`config.mk`:
```
export PLATFORM = sky130hd
export DESIGN_NAME = pair_triple_window
export DESIGN_NICKNAME = d
export VERILOG_FILES = /design/src/rtl/pair_triple_window.sv
export SDC_FILE = /design/constraint.sdc
export NUM_CORES = 1
export LEC_CHECK = 0
export CAP_MARGIN = 20
export CORE_MARGIN = 2
export CORE_UTILIZATION = 44
export CTS_CLUSTER_SIZE = 10
export DETAILED_ROUTE_END_ITERATION = 7
export PLACE_DENSITY_LB_ADDON = 0.05
export SYNTH_ARGS = -nofsm -noshare
export SYNTH_HDL_FRONTEND = slang
export SYNTH_SLANG_ARGS = --single-unit
```
`constraint.sdc`:
```
create_clock -name clk -period 2 [get_ports clk]
set_input_delay 0.4 -clock clk [delete_from_list [all_inputs] [get_ports clk]]
set_output_delay 0.4 -clock clk [all_outputs]
set_load 0.01 [all_outputs]
```
`src/rtl/pair_triple_window.sv`:
```
// Sliding 3-bit window feeder for the pair/triple detector, plus a saturating
// tally of valid windows on which the detector reported a hit.
module pair_triple_window #(
   parameter int CNT_WIDTH = 8
) (
   input  logic                 clk,
   input  logic                 rst,
   input  logic                 bit_val,
   input  logic                 bit_in,
   input  logic                 clear,
   output logic                 win0,
   output logic                 win1,
   output logic                 win2,
   output logic                 win_val,
   input  logic                 det_in,
   output logic [CNT_WIDTH-1:0] hit_count,
   output logic                 hit_sat
);

   typedef enum logic [1:0] {
      EMPTY = 2'd0,
      ONE   = 2'd1,
      TWO   = 2'd2,
      FULL  = 2'd3
   } fill_state_e;

   localparam logic [CNT_WIDTH-1:0] CNT_MAX  = {CNT_WIDTH{1'b1}};
   localparam logic [CNT_WIDTH-1:0] CNT_ONE  = {{(CNT_WIDTH-1){1'b0}}, 1'b1};
   localparam logic [CNT_WIDTH-1:0] CNT_ZERO = {CNT_WIDTH{1'b0}};

   fill_state_e          state_q, state_d;
   logic [2:0]           win_q, win_d;
   logic                 win_val_q, win_val_d;
   logic [CNT_WIDTH-1:0] hit_count_q, hit_count_d;
   logic                 hit_sat_q, hit_sat_d;
   logic                 hit_inc_s;

   // Window shift, fill tracking and window-valid pulse; clear beats a shift.
   always_comb begin
      state_d   = state_q;
      win_d     = win_q;
      win_val_d = 1'b0;
      if (clear) begin
         state_d = EMPTY;
         win_d   = 3'b000;
      end else if (bit_val) begin
         win_d = {win_q[1:0], bit_in};
         case (state_q)
            EMPTY:   state_d = ONE;
            ONE:     state_d = TWO;
            TWO:     state_d = FULL;
            FULL:    state_d = FULL;
            default: state_d = EMPTY;
         endcase
         win_val_d = (state_d == FULL);
      end else begin
         state_d = state_q;
         win_d   = win_q;
      end
   end

   // A hit counts on the registered window, so clear in the same cycle does not lose it.
   always_comb begin
      hit_inc_s = win_val_q & det_in & (hit_count_q != CNT_MAX);
      if (hit_inc_s) begin
         hit_count_d = hit_count_q + CNT_ONE;
      end else begin
         hit_count_d = hit_count_q;
      end
      hit_sat_d = (hit_count_d == CNT_MAX);
   end

   // State registers with synchronous reset.
   always_ff @(posedge clk) begin
      if (rst) begin
         state_q     <= EMPTY;
         win_q       <= 3'b000;
         win_val_q   <= 1'b0;
         hit_count_q <= CNT_ZERO;
         hit_sat_q   <= 1'b0;
      end else begin
         state_q     <= state_d;
         win_q       <= win_d;
         win_val_q   <= win_val_d;
         hit_count_q <= hit_count_d;
         hit_sat_q   <= hit_sat_d;
      end
   end

   assign win0      = win_q[0];
   assign win1      = win_q[1];
   assign win2      = win_q[2];
   assign win_val   = win_val_q;
   assign hit_count = hit_count_q;
   assign hit_sat   = hit_sat_q;

endmodule

```
==> flow_summary_export.csv <==
group,metric,value,unit
finish,fillers,123,
synth,ys_types,28,
timing,setup_tns,0,ps
synth,netlist_top_cells_area,"dfxtp_1 (46%), nor2_1 (6.8%), mux2i_1 (6.1%), o211ai_4 (3.2%), nor3_1 (3.0%)",
route,routed_via_density,5.39,
timing,slew_violations,0,
worst_setup_path,cp.arrival,1320,ps
finish,area_growth,33.7,%
timing,setup_viol,0,
worst_setup_path,required,1600,ps
die,row_count,13,
timing,tightest_slew,321,ps
placed_design,gp_congestion,0.725,
global_routing,grt_pass1_vias,524,
placed_design,portBuffers,18,
timing,rsz0062_at_grt,"no",
die,ios,19,
die,initial_core_util,48.7,%
die,die_h,42.7,um
synth,netlist_area,658,um2
timing,fin_crit,1720,ps
global_routing,grt_pass1_wl,2080,um
power,p_per_area,563,nW/um2
synth,yosysSeqAreaShare,45.6,%
worst_setup_path,path_class,"reg2out",
route,dr.pass1.iters,2,
synth,async_flop_share,0,%
clocking,clock_latency,270,ps
die,die_area,1820,um2
global_routing,grt-ovfl-total,0,
worst_setup_path,path_buf_inv,1,
clocking,clockBufferDepth,2,
global_routing,groute.usage.overall,15.8,%
route,ant_nets,0,
finish,layout-drive-gt1-share,11.2,%
route,vias,561,
synth,synth_top_area_cell,"dfxtp_1",
synth,yosysWarnings,0,
synth,synth-edff-count,0,
clocking,cts-htree-levels,1,
synth,yosys-top-cells-count,"dfxtp_1 (15), nor2_1 (12), mux2i_1 (4), nor3_1 (4)",
clocking,cts_root_buffer,"clkbuf_4",
timing,fmax,0.581,GHz
flow_run,drv_cap,0,
global_routing,grt_max_degree,9,
power,power_leakage,0.315,nW
worst_setup_path,crit_chain,"clkdlybuf4s50_1",
synth,ys_ff_latch,15,
timing,slew_headroom,78.5,%
synth,syn_inst,69,
timing,final-hold-violation-count,0,
synth,synth-main-ff-cell,"dfxtp_1",
route,wirelength,1260,um
power,irDropWorstVdd,0.000492,V
global_routing,antenna_found_initial,0,
worst_setup_path,end_kind,"output port",
timing,whs,460,ps
route,wire_per_inst,12.1,um
clocking,cts_hold_buf,0,
worst_setup_path,slowest_stage,"clkdlybuf4s50_1",
worst_setup_path,crit_fanout,8,
placed_design,hpwl,1010,um
synth,syn-num-nets,76,
worst_setup_path,critPathMaxStageDelay,580,ps
worst_setup_path,critPathLaunchType,"flip-flop",
synth,syn_avg_cell_area,9.54,um2
clocking,path_clk_slew,80,ps
clocking,cts_tree,"yes",
clocking,cts.sinks,15,
die,core,1350,um2
route,drt-initial-drc-count,2,
outcome,status,"completed",
clocking,cts_setup_buffers,0,
route,drc,0,
timing,fin_crit_sh,86.1,%
synth,yosys.area.top_type_share,45.6,%
worst_setup_path,crit_family,"buffers and inverters",
die,die_w,42.7,um
clocking,cts_buffers,3,
synth,yosysMostFrequentCell,"dfxtp_1",
timing,finClkSkew,2.01,ps
finish,antennaDiodeCount,0,
clocking,cts_resized,0,
finish,nets,97,
hold_path,min_path_type,"reg2reg",
flip-flops by register name (all words and copies together), names as in the netlist:
signal and flops:
win_q 3, hit_count 8, win_val 1, state_q 2, hit_sat 1
through the flow:
stage                     cell area, um2  cells  power [mW]  worst slack [ps]  util [%]
after floorplan                      658     69       0.321               390         -
after global placement               853    100       0.336               235      63.2
after detailed placement             853    100       0.337               205      63.2
after CTS                            880    104       0.501               273      65.2
after global routing                 880    104       0.518               162      65.2
final                                880    104       0.495               277      65.2
report_power, final:
group,internal [mW],switching [mW],total (mW)
Clock,0.0773,0.0884,0.166
Sequential,0.301,0.00167,0.302
Combinational,0.0153,0.0119,0.0272
Total,0.393,0.102,0.495
layer usage:
layer / vias up / routed length, um / global-route usage, %
li1: 284 / - / -
met1: 261 / 559 / 16.4
met2: 12 / 611 / 27.0
met3: 4 / 43 / 4.26
met4: 0 / 40 / 11.3
met5: - / 0 / 0
cell type report:
cell class                 count  area [um2]  area share (%)
sequential                    15         300            34.1
multi-input combinational     50         343            39.0
clock buffer                   4        26.3            2.99
timing repair buffer          19         188            21.3
tap                           15        18.8            2.13
inverter                       1        3.75           0.427
placed cells by master (no fill, tap or decap):
cell type        netlist  layout
o21bai_2               1       1
a31oi_1                2       2
xor2_1                 1       1
and4_1                 2       2
nor3_1                 4       4
nand4_2                1       1
buf_4                  0       1
a21oi_1                2       2
xnor2_1                2       2
nand3_1                2       2
or2b_1                 1       1
clkdlybuf4s50_1        0      18
o211ai_4               1       1
nor4_1                 1       1
a41oi_1                1       1
a21oi_2                1       1
nor2_2                 1       1
inv_1                  1       1
clkbuf_1               3       1
nor4b_2                1       1
or2_1                  2       2
a211oi_1               1       1
dfxtp_1               15      15
ha_1                   1       1
nor3b_1                1       1
nor2_1                12      12
nand4_1                1       1
nor2b_1                1       1
clkbuf_4               0       3
mux2i_1                4       4
nand2_1                3       3
final timing paths:
| check | startpoint | end | slack, ps | cells after the start |
|---|---|---|---|---|
| setup reg to reg | hit_count[0]$_SDFF_PP0_ | hit_sat$_SDFF_PP0_ | 300 | 6 |
| hold reg to reg | state_q[1]$_SDFFE_PP0P_ | win_val$_SDFF_PP0_ | 460 | 2 |
| setup / recovery | hit_count[3]$_SDFF_PP0_ | hit_count[3] | 280 | 1 |
| hold / removal | state_q[1]$_SDFFE_PP0P_ | win_val$_SDFF_PP0_ | 460 | 2 |
logic make-up (layout without fill, tap and decap cells):
logic type	Yosys count	in the layout	share of synthesized area, %
fa+ha+maj	1	1	1.90
simple gates	33	33	27.9
xor+xnor	3	3	3.99
compound gates	9	9	12.2
buf+inv	4	24	2.28
mux	4	4	6.08
flops	15	15	45.6
Note: power is estimated with default switching activity, not from simulation.
